<file path="src/rtl/digitron_scan_driver_if.sv">
// Control-side bundle for the digitron scan driver: value, DP/blink masks in,
// segment/select pins and status out.
interface digitron_scan_driver_if;
    logic [19:0] number_in;
    logic [5:0]  point_mask;
    logic [5:0]  blink_mask;
    logic [7:0]  seg_n;
    logic [5:0]  sel_n;
    logic        busy;
    logic        ovf;

    modport master (
        output number_in, point_mask, blink_mask,
        input  seg_n, sel_n, busy, ovf
    );

    modport slave (
        input  number_in, point_mask, blink_mask,
        output seg_n, sel_n, busy, ovf
    );
endinterface

</file>
<file path="src/rtl/digitron_scan_driver.sv">
// Six-digit multiplexed seven-segment scan driver with a sequential double-dabble
// BCD converter. Define DIGITRON_LZB_EN to enable leading-zero blanking.
module digitron_scan_driver #(
    parameter int SCAN_DIV  = 50000,
    parameter int GHOST_CYC = 2,
    parameter int BLINK_DIV = 83
) (
    input  logic                  clk,
    input  logic                  rst,
    digitron_scan_driver_if.slave bus
);

    localparam int SCAN_W = $clog2(SCAN_DIV);
    localparam int FRM_W  = (BLINK_DIV > 1) ? $clog2(BLINK_DIV) : 1;

    localparam logic [SCAN_W-1:0] SCAN_LAST = SCAN_W'(SCAN_DIV - 1);
    localparam logic [SCAN_W-1:0] GHOST_END = SCAN_W'(GHOST_CYC);
    localparam logic [FRM_W-1:0]  FRM_LAST  = FRM_W'(BLINK_DIV - 1);
    localparam logic [19:0]       MAX_VAL   = 20'd999999;

    localparam logic [1:0] ST_IDLE  = 2'd0;
    localparam logic [1:0] ST_LOAD  = 2'd1;
    localparam logic [1:0] ST_SHIFT = 2'd2;
    localparam logic [1:0] ST_DONE  = 2'd3;

    // ------------------------------------------------------------------
    // Scan timing: slot counter, digit index, frame counter, blink phase
    // ------------------------------------------------------------------
    logic [SCAN_W-1:0] scan_cnt_q, scan_cnt_d;
    logic [2:0]        digit_q, digit_d;
    logic [FRM_W-1:0]  frame_cnt_q, frame_cnt_d;
    logic              blink_phase_q, blink_phase_d;
    logic              slot_wrap;
    logic              frame_wrap;

    assign slot_wrap  = (scan_cnt_q == SCAN_LAST);
    assign frame_wrap = slot_wrap && (digit_q == 3'd5);

    always_comb begin
        scan_cnt_d    = scan_cnt_q + 1'b1;
        digit_d       = digit_q;
        frame_cnt_d   = frame_cnt_q;
        blink_phase_d = blink_phase_q;
        if (slot_wrap) begin
            scan_cnt_d = '0;
            digit_d    = (digit_q == 3'd5) ? 3'd0 : digit_q + 3'd1;
        end
        if (frame_wrap) begin
            if (frame_cnt_q == FRM_LAST) begin
                frame_cnt_d   = '0;
                blink_phase_d = ~blink_phase_q;
            end else begin
                frame_cnt_d = frame_cnt_q + 1'b1;
            end
        end
    end

    // ------------------------------------------------------------------
    // Double-dabble conversion FSM
    // ------------------------------------------------------------------
    logic [1:0]  state_q, state_d;
    logic        init_q, init_d;
    logic [4:0]  shift_cnt_q, shift_cnt_d;
    logic [19:0] bin_q, bin_d;
    logic [23:0] bcd_q, bcd_d;
    logic [23:0] disp_bcd_q, disp_bcd_d;
    logic        ovf_q, ovf_d;
    logic [23:0] bcd_adj;

    genvar gi;
    generate
        for (gi = 0; gi < 6; gi++) begin : g_adj
            assign bcd_adj[gi*4 +: 4] = (bcd_q[gi*4 +: 4] >= 4'd5) ?
                                        bcd_q[gi*4 +: 4] + 4'd3 : bcd_q[gi*4 +: 4];
        end
    endgenerate

    always_comb begin
        state_d     = state_q;
        init_d      = init_q;
        shift_cnt_d = shift_cnt_q;
        bin_d       = bin_q;
        bcd_d       = bcd_q;
        disp_bcd_d  = disp_bcd_q;
        ovf_d       = ovf_q;
        case (state_q)
            ST_IDLE: begin
                // init_q forces one conversion right after reset so the display
                // does not wait a whole frame for its first value.
                if (init_q || frame_wrap) begin
                    state_d = ST_LOAD;
                    init_d  = 1'b0;
                end
            end
            ST_LOAD: begin
                bin_d       = (bus.number_in > MAX_VAL) ? MAX_VAL : bus.number_in;
                ovf_d       = (bus.number_in > MAX_VAL);
                bcd_d       = '0;
                shift_cnt_d = '0;
                state_d     = ST_SHIFT;
            end
            ST_SHIFT: begin
                {bcd_d, bin_d} = {bcd_adj[22:0], bin_q, 1'b0};
                shift_cnt_d    = shift_cnt_q + 5'd1;
                if (shift_cnt_q == 5'd19) begin
                    state_d = ST_DONE;
                end
            end
            ST_DONE: begin
                disp_bcd_d = bcd_q;
                state_d    = ST_IDLE;
            end
            default: state_d = ST_IDLE;
        endcase
    end

    // ------------------------------------------------------------------
    // Digit selection, decode and blanking
    // ------------------------------------------------------------------
    logic [3:0] digit_val [6];
    logic [3:0] cur_val;
    logic [6:0] seg_code;
    logic       lzb_blank;
    logic       ghost;
    logic       blink_blank;
    logic [7:0] seg_n_q, seg_n_d;
    logic [5:0] sel_n_q, sel_n_d;

    generate
        for (gi = 0; gi < 6; gi++) begin : g_digit
            assign digit_val[gi] = disp_bcd_q[(5-gi)*4 +: 4];
        end
    endgenerate

`ifdef DIGITRON_LZB_EN
    logic [5:0] lead_zero;

    generate
        for (gi = 0; gi < 6; gi++) begin : g_lzb
            if (gi == 0) begin : g_first
                assign lead_zero[gi] = (digit_val[gi] == 4'd0);
            end else begin : g_rest
                assign lead_zero[gi] = lead_zero[gi-1] && (digit_val[gi] == 4'd0);
            end
        end
    endgenerate

    // The units digit is always drawn so a zero value still shows "0".
    assign lzb_blank = (digit_q != 3'd5) && lead_zero[digit_q];
`else
    assign lzb_blank = 1'b0;
`endif

    assign cur_val     = digit_val[digit_q];
    assign ghost       = (scan_cnt_q < GHOST_END);
    assign blink_blank = bus.blink_mask[digit_q] && blink_phase_q;

    always_comb begin
        case (cur_val)
            4'd0:    seg_code = 7'h40;
            4'd1:    seg_code = 7'h79;
            4'd2:    seg_code = 7'h24;
            4'd3:    seg_code = 7'h30;
            4'd4:    seg_code = 7'h19;
            4'd5:    seg_code = 7'h12;
            4'd6:    seg_code = 7'h02;
            4'd7:    seg_code = 7'h78;
            4'd8:    seg_code = 7'h00;
            4'd9:    seg_code = 7'h10;
            default: seg_code = 7'h7F;
        endcase
    end

    // Ghost cycles keep every select off while the segment bus settles.
    always_comb begin
        seg_n_d = 8'hFF;
        sel_n_d = 6'h3F;
        if (!ghost) begin
            sel_n_d = ~(6'd1 << digit_q);
            if (!blink_blank) begin
                seg_n_d = {~bus.point_mask[digit_q], lzb_blank ? 7'h7F : seg_code};
            end
        end
    end

    // ------------------------------------------------------------------
    // State registers
    // ------------------------------------------------------------------
    always_ff @(posedge clk) begin
        if (rst) begin
            scan_cnt_q    <= '0;
            digit_q       <= '0;
            frame_cnt_q   <= '0;
            blink_phase_q <= 1'b0;
            state_q       <= ST_IDLE;
            init_q        <= 1'b1;
            shift_cnt_q   <= '0;
            bin_q         <= '0;
            bcd_q         <= '0;
            disp_bcd_q    <= '0;
            ovf_q         <= 1'b0;
            seg_n_q       <= 8'hFF;
            sel_n_q       <= 6'h3F;
        end else begin
            scan_cnt_q    <= scan_cnt_d;
            digit_q       <= digit_d;
            frame_cnt_q   <= frame_cnt_d;
            blink_phase_q <= blink_phase_d;
            state_q       <= state_d;
            init_q        <= init_d;
            shift_cnt_q   <= shift_cnt_d;
            bin_q         <= bin_d;
            bcd_q         <= bcd_d;
            disp_bcd_q    <= disp_bcd_d;
            ovf_q         <= ovf_d;
            seg_n_q       <= seg_n_d;
            sel_n_q       <= sel_n_d;
        end
    end

    assign bus.seg_n = seg_n_q;
    assign bus.sel_n = sel_n_q;
    assign bus.busy  = (state_q != ST_IDLE);
    assign bus.ovf   = ovf_q;

endmodule
</file>
<file path="src/flat_wrapper.sv">
// flat-port wrapper written by rule: the top's interface ports become plain ports
module digitron_scan_driver_flat 
#(
    parameter int SCAN_DIV  = 50000,
    parameter int GHOST_CYC = 2,
    parameter int BLINK_DIV = 83
)
  (clk, rst, bus_number_in, bus_point_mask, bus_blink_mask, bus_seg_n, bus_sel_n, bus_busy, bus_ovf);
  digitron_scan_driver_if bus_i ();
  input  logic clk;
  input  logic rst;
  input wire logic [$bits(bus_i.number_in)-1:0] bus_number_in;
  input wire logic [$bits(bus_i.point_mask)-1:0] bus_point_mask;
  input wire logic [$bits(bus_i.blink_mask)-1:0] bus_blink_mask;
  output wire logic [$bits(bus_i.seg_n)-1:0] bus_seg_n;
  output wire logic [$bits(bus_i.sel_n)-1:0] bus_sel_n;
  output wire logic [$bits(bus_i.busy)-1:0] bus_busy;
  output wire logic [$bits(bus_i.ovf)-1:0] bus_ovf;
  assign bus_i.number_in = bus_number_in;
  assign bus_i.point_mask = bus_point_mask;
  assign bus_i.blink_mask = bus_blink_mask;
  assign bus_seg_n = bus_i.seg_n;
  assign bus_sel_n = bus_i.sel_n;
  assign bus_busy = bus_i.busy;
  assign bus_ovf = bus_i.ovf;
  digitron_scan_driver #(.SCAN_DIV(SCAN_DIV), .GHOST_CYC(GHOST_CYC), .BLINK_DIV(BLINK_DIV)) u_core (.clk(clk), .rst(rst), .bus(bus_i));
endmodule
</file>
<file path="config.mk">
export PLATFORM = sky130hd
export DESIGN_NAME = digitron_scan_driver_flat
export DESIGN_NICKNAME = d
export VERILOG_FILES = /design/src/rtl/digitron_scan_driver_if.sv /design/src/rtl/digitron_scan_driver.sv /design/src/flat_wrapper.sv
export SDC_FILE = /design/constraint.sdc
export NUM_CORES = 1
export LEC_CHECK = 0
export ABC_AREA = 1
export CAP_MARGIN = 15
export CORE_MARGIN = 5
export CORE_UTILIZATION = 55
export CTS_CLUSTER_SIZE = 30
export DETAILED_ROUTE_END_ITERATION = 16
export GPL_ROUTABILITY_DRIVEN = 0
export HOLD_SLACK_MARGIN = 0.02
export PLACE_DENSITY = 0.76
export SLEW_MARGIN = 20
export SYNTH_ARGS = -nofsm -noshare
export SYNTH_HDL_FRONTEND = slang
export SYNTH_SLANG_ARGS = --single-unit
</file>
<file path="constraint.sdc">
create_clock -name clk -period 2.2 [get_ports clk]
set_input_delay 0.44 -clock clk [delete_from_list [all_inputs] [get_ports clk]]
set_output_delay 0.44 -clock clk [all_outputs]
set_load 0.01 [all_outputs]
</file>
==> run_results.csv, run 1 <==
group,metric,value,unit
cts,clock_latency,0.52,ns
synth,synth.largest_area_cell,"dfxtp_1",
cts,h-tree-depth,4,
synth,avgSynthCellArea,6.97,sq um
worst_setup_path,cpMaxStageDelayCell,"dfxtp_1",
floorplanning,die_area,0.0133,sq mm
sta,drv_slew,0,
synth,synth_edf_count,0,
floorplanning,core,0.0108,sq mm
synth,synth_warnings,0,
synth,syn-num-nets,936,
cts,cts.sink_count,118,
worst_setup_path,reg2reg_slack,0.25,ns
routing,post-route-drc-count,0,
routing,wl,13900,microns
cts,cts_tree,"done",
worst_setup_path,crit_type,"reg2reg",
synth,synth_area,0.00610,sq mm
power_and_ir_drop,swShare,0.303,
worst_setup_path,crit_path_end_kind,"register",
worst_setup_path,startpoint_type,"register",
sta,period_minus_slack,1.95,ns
power_and_ir_drop,power_frac_clock,0.392,
global_route,grt_max_degree,50,
power_and_ir_drop,p_int,4.93,mW
synth,synth-main-ff-cell,"dfxtp_1",
floorplanning,fp.dieH,115,microns
job,cap_violations,0,
routing,wire_per_inst,12.9,microns
routing,vias,5772,
routing,viasPerCell,5.37,
worst_setup_path,regToRegStartpoint,"u_core.digit_q[0]",
sta,worstMarginPinSlew,0.697,ns
power_and_ir_drop,powerDensity,967,mW/mm^2
global_route,overflow,0,
cts,clk_pin_slew,0.06,ns
sta,fin_skew,0.00435,ns
worst_hold_path,hold_path_end,"u_core.init_q",
cts,clock_path_buffers,2,
cts,cts-buffers-inserted,17,
worst_setup_path,worstPathRequired,2.59,ns
synth,yosysTopAreaCellShare,0.387,
sta,setup_viol,0,
worst_setup_path,crit_path_cell_trace,"inv_4, nand2_4, nor2_1, nor2_1, nand2_1, nand2_1, inv_1, ha_1, inv_1, nand3_1, nand3_1, nand3_1",
place,hpwl,9790,microns
power_and_ir_drop,report.power.total,7.08,mW
synth,ys_seq_area_frac,0.387,
synth,synthTopCellsByCount,"204 x nand2_1, 118 x dfxtp_1, 96 x a21oi_1, 87 x inv_1, 77 x nand3_1",
worst_setup_path,r2r_cells,12,
worst_setup_path,crit_fanout,13,
synth,synthArstFlopShare,0,
cells_and_area,syn_to_final_growth,20.1,%
routing,drt_iter0_markers,422,
worst_hold_path,worstHoldPathType,"reg2reg",
floorplanning,num_io_pins,50,
sta,grt_setup_unrepaired,"no",
cells_and_area,nets,983,
cts,postCtsSetupBuffers,0,
synth,synth.distinct_cells,40,
sta,hold_viol,0,
worst_hold_path,hold_depth,2,
floorplanning,num_rows,38,
cells_and_area,drive_gt1_frac,0.0889,
power_and_ir_drop,max-vdd-ir-drop,0.649,mV
place,io_buffers,49,
cells_and_area,post-route-util,0.675,
synth,synth-seq-cells,118,
routing,dr.pass1.iters,5,
global_route,antenna_found_initial,0,
global_route,track_usage,0.224,
sta,max_freq,512,MHz
synth,synthCells,875,
worst_setup_path,crit_arrival,2.34,ns
power_and_ir_drop,seqPwrFrac,0.367,
power_and_ir_drop,comb_power_share,0.241,
cts,cts_hold_buf,0,
worst_hold_path,worstHoldStart,"u_core.init_q",
sta,slew_headroom,0.534,
worst_setup_path,reg2reg_to,"u_core.bus.seg_n[5]",
sta,post-route-period-util,0.887,
run_status,status,"complete, no violations",
cts,cts_root_buf,"clkbuf_8",
global_route,grt_pass1_wl,24300,microns
worst_setup_path,crit_path_max_incr_delay,0.57,ns
sta,fin_setup_tns,0,ns
floorplanning,die_w,115,microns
synth,synth.area.top_cells,"dfxtp_1 39%, nand2_1 13%, a21oi_1 7.9%",
power_and_ir_drop,p_leak,2.98,nW
synth,synth.most_common_cell,"nand2_1",
global_route,grt_pass1_vias,5659,
cells_and_area,n_antenna_cell,0,
routing,drtAntennaViolNets,0,
floorplanning,start_util,0.563,
worst_setup_path,cpMostUsedCell,"nand3_1",
power_and_ir_drop,p_sw,2.15,mW
-- what timing repair did --
action | CTS | global route
setup endpoints to repair | 1 | 0
resized for setup | 3 | 0
hold endpoints to repair | 0 | 0
-- cell type report --
cell class | instances | area [sq um]
Fill cell | 906 | 3520
Multi-Input combinational cell | 626 | 3200
Sequential cell | 118 | 2360
Timing Repair Buffer | 65 | 622
Clock buffer | 23 | 487
Inverter | 94 | 358
Tap cell | 140 | 175
Clock inverter | 8 | 120
-- worst max path at each step --
stage / start / end / slack [ns] / cells after the start
detailed placement: bus_number_in[14] / u_core.bin_q[0] / 0.16 / 9
CTS: u_core.state_q[0] / bus_busy / 0.23 / 4
finish: u_core.digit_q[0] / u_core.bus.seg_n[5] / 0.25 / 12
floorplan: u_core.digit_q[1] / u_core.bus.seg_n[5] / 0.58 / 14
global route: u_core.digit_q[0] / u_core.bus.seg_n[5] / 0.02 / 12
global placement: bus_number_in[14] / u_core.bin_q[0] / 0.26 / 9
-- cell families (layout without fill, tap and decap cells) --
logic type	Yosys count	count (layout)	share of synthesized area
simple gates	415	415	0.301
flops	118	118	0.387
compound gates	172	172	0.150
buf+inv	131	190	0.0886
fa+ha+maj	27	27	0.0554
xor+xnor	12	12	0.0172
-- placed cells by master, fill, tap and decap left out, types with 10 or more instances in the layout --
cell,count
dfxtp_1,116
a21oi_1,96
clkdlybuf4s50_1,48
clkbuf_16,16
nand4_1,16
o21ai_0,56
inv_1,87
nor2_1,76
xor2_1,10
ha_1,27
buf_4,15
nand3_1,77
nand2_1,204
-- metal layers --
layer / share of wire / track usage
met1: 0.44 / 0.260
met4: 0.013 / 0.0845
met5: 0 / 0
met3: 0.053 / 0.0579
met2: 0.49 / 0.394
-- power by group through the flow --
stage | clock network (mW) | logic, mW | registers [mW]
2_1_floorplan | 0 | 1.20 | 2.60
3_3_place_gp | 0 | 1.64 | 2.62
3_5_place_dp | 0 | 1.69 | 2.63
4_1_cts | 2.81 | 1.70 | 2.59
5_1_grt | 2.93 | 1.95 | 2.62
6_report | 2.78 | 1.71 | 2.60
-- per-stage QoR --
stage          setup WS (ns)  instances  hold slack, ns  area (sq um)
2_1_floorplan          0.583        875           0.418          6100
3_3_place_gp           0.258       1043           0.432          6710
3_5_place_dp           0.158       1043           0.435          6710
4_1_cts                0.226       1074           0.447          7320
5_1_grt               0.0244       1074           0.482          7320
6_report               0.248       1074           0.445          7320
-- flip-flops by register name (all words and copies together) (netlist names) --
register,cells
u_core.digit_q,3
u_core.blink_phase_q,1
u_core.init_q,1
u_core.frame_cnt_q,7
u_core.scan_cnt_q,16
u_core.shift_cnt_q,5
u_core.bus.ovf,1
u_core.bin_q,20
u_core.bus.seg_n,8
u_core.bus.sel_n,6
u_core.bcd_q,24
u_core.state_q,2
u_core.digit_val,24
-- worst max-delay path, delay by kind of cell (launching register included) --
kind	cells	cell delay [ns]
AND/OR/NAND/NOR	8	0.77
flip-flops	1	0.57
buffers and inverters	3	0.30
adder cells (fa/ha/maj)	1	0.18
(Power assumes the default switching activity.)
==> run 2, diff against run 1 <==
Settings changed: ABC_AREA 1 to not set, DONT_BUFFER_PORTS set to 1, PLACE_DENSITY 0.76 to 0.7, RECOVER_POWER set to 25.
==> run_results.csv, run 2 <==
group,metric,value,unit
run_status,status,"complete, no violations",
floorplanning,die_area,0.0126,sq mm
synth,synth_warnings,0,
sta,setup_viol,0,
global_route,grt_pass1_wl,21600,microns
floorplanning,core,0.0102,sq mm
cells_and_area,final_cell_mix,"117 x dfxtp_1, 86 x nor2_1, 43 x mux2i_1, 39 x a21oi_1, 35 x nand2_1",
global_route,antenna_found_initial,0,
worst_hold_path,worstHoldPathType,"in2reg",
place,io_buffers,0,
synth,synth-seq-cells,118,
floorplanning,fp.dieH,112,microns
global_route,overflow,0,
sta,hold_viol,0,
worst_setup_path,reg2reg_slack,0.14,ns
cts,cts_root_buf,"clkbuf_8",
worst_setup_path,reg2reg_to,"u_core.bin_q[9]",
worst_setup_path,crit_path_end_kind,"register",
synth,synth_area,0.00573,sq mm
power_and_ir_drop,max-vdd-ir-drop,0.812,mV
synth,synth.largest_area_cell,"dfxtp_1",
sta,drv_slew,0,
place,hpwl,8260,microns
sta,fin_setup_tns,0,ns
job,cap_violations,0,
worst_setup_path,crit_arrival,2.52,ns
cells_and_area,n_antenna_cell,0,
sta,post-route-period-util,0.937,
cts,cts-buffers-inserted,17,
synth,synthCells,628,
routing,drt_iter0_markers,318,
cts,h-tree-depth,4,
worst_setup_path,worstPathRequired,2.66,ns
floorplanning,die_w,112,microns
synth,ys_seq_area_frac,0.412,
sta,max_freq,485,MHz
sta,period_minus_slack,2.06,ns
floorplanning,start_util,0.560,
sta,grt_setup_unrepaired,"no",
sta,setup_ws,0.139,ns
place,post-place-ws,0.0486,ns
worst_setup_path,regToRegStartpoint,"u_core.state_q[0]",
routing,wire_per_inst,16.2,microns
synth,synth.distinct_cells,60,
power_and_ir_drop,powerDensity,993,mW/mm^2
power_and_ir_drop,p_leak,2.37,nW
worst_setup_path,crit_fanout,9,
worst_setup_path,crit_path_end,"u_core.bin_q[9]",
synth,syn-num-nets,689,
worst_setup_path,startpoint,"u_core.state_q[0]",
cells_and_area,fillers,830,
worst_setup_path,startpoint_type,"register",
floorplanning,num_io_pins,50,
synth,synth.most_common_cell,"dfxtp_1",
synth,synth_edf_count,0,
cells_and_area,multiInputGateArea,0.00312,sq mm
worst_setup_path,crit_type,"reg2reg",
synth,synth.area.top_cells,"dfxtp_1 41%, mux2i_1 7.5%, ha_1 5.9%",
cts,clk_pin_slew,0.06,ns
sta,worstMarginPinSlew,0.814,ns
routing,wl,12700,microns
global_route,track_usage,0.209,
cells_and_area,drive_gt1_frac,0.103,
synth,synthTopCellsByCount,"118 x dfxtp_1, 86 x nor2_1, 43 x mux2i_1, 40 x a21oi_1, 35 x nand2_1",
routing,vias,4600,
cells_and_area,nets,698,
synth,synth-main-ff-cell,"dfxtp_1",
global_route,grt_max_degree,89,
routing,viasPerCell,5.86,
cts,cts.sink_count,118,
cells_and_area,ff_latch_area,0.00236,sq mm
sta,slew_headroom,0.457,
cells_and_area,syn_to_final_growth,14.4,%
sta,fin_skew,0.00778,ns
cts,clock_path_buffers,2,
synth,avgSynthCellArea,9.13,sq um
cts,postCtsSetupBuffers,0,
global_route,grt_pass1_vias,4592,
routing,dr.pass1.iters,5,
synth,yosysTopAreaCellShare,0.412,
synth,synthArstFlopShare,0,
cells_and_area,mostFrequentLayoutCell,"dfxtp_1",
routing,post-route-drc-count,0,
floorplanning,num_rows,37,
routing,drtAntennaViolNets,0,
cts,cts_tree,"done",
worst_setup_path,r2r_cells,6,
cts,clock_latency,0.53,ns
## run 2: cell count changes in the layout (fill, tap and decap cells not counted), moves of 10 or more
cell,previous run,this run
nor2_1,76,86
and3_1,0,14
mux2i_1,0,43
o21ai_0,56,17
nand3_1,77,12
nand2_1,204,35
xnor2_1,2,19
nand2b_1,0,12
clkdlybuf4s50_1,48,0
inv_1,87,27
a32oi_1,0,10
a22oi_1,0,10
a21oi_1,96,39
## run 2: metrics by stage
step	area, sq um	utilization	hold WS, ns	std cells	power (mW)
final	6560	0.641	0.0397	785	6.51
after global routing	6560	0.641	0.0275	785	6.83
after floorplan	5750	-	0.427	628	3.45
after global placement	5890	0.576	0.436	748	3.71
after detailed placement	5890	0.576	0.448	748	3.77
after CTS	6560	0.641	0.0217	785	6.55
## run 2: kinds of logic after synthesis
kind of cell	after synthesis	synth area share
flip-flops	118	0.412
multiplexers	48	0.0914
XOR/XNOR	30	0.0458
AND/OR/NAND/NOR	207	0.180
AO/OA/AOI/OAI	136	0.168
buffers and inverters	62	0.0434
adder cells (fa/ha/maj)	27	0.0589
## run 2: repair_timing
item / 4_1_cts / 5_1_grt
hold endpoints to repair: 88 / 0
setup endpoints to repair: 0 / 4
gates resized for setup: 0 / 2
hold buffers: 6 / 0
## run 2: worst max-delay path, stage by stage (launching register included)
cell and delay, ns:
dfxtp_1 0.33, inv_1 0.13, ha_1 0.35, clkinv_1 0.15, a211oi_1 0.66, o221ai_1 0.20, a21oi_1 0.16
## run 2: final cells by class
| class | count | area share |
|---|---|---|
| Multi-Input combinational cell | 448 | 0.476 |
| Tap cell | 136 | 0.0259 |
| Clock buffer | 21 | 0.0700 |
| Timing Repair Buffer | 23 | 0.0315 |
| Sequential cell | 118 | 0.360 |
| Clock inverter | 10 | 0.0195 |
| Inverter | 29 | 0.0166 |
## run 2: how the worst min path moves through the flow
stage,from,end,cells after the start
6_report,rst,u_core.bus.sel_n[5],2
3_5_place_dp,u_core.bin_q[5],u_core.bin_q[5],2
2_1_floorplan,u_core.init_q,u_core.init_q,1
3_3_place_gp,u_core.init_q,u_core.init_q,1
5_1_grt,bus_number_in[13],u_core.bin_q[13],1
4_1_cts,rst,u_core.bus.sel_n[5],2
## run 2: power breakdown
group	switching (mW)	internal, mW
registers	0.115	2.33
logic	0.856	0.469
clock network	0.948	1.79
total	1.92	4.59
## run 2: routing by layer
metal / GRT usage / vias to the layer above / wire [microns]
met5: 0 / - / 0
met4: 0.0809 / 0 / 207
met3: 0.0695 / 22 / 652
met2: 0.342 / 123 / 6210
met1: 0.254 / 2206 / 5660
li1: - / 2249 / -
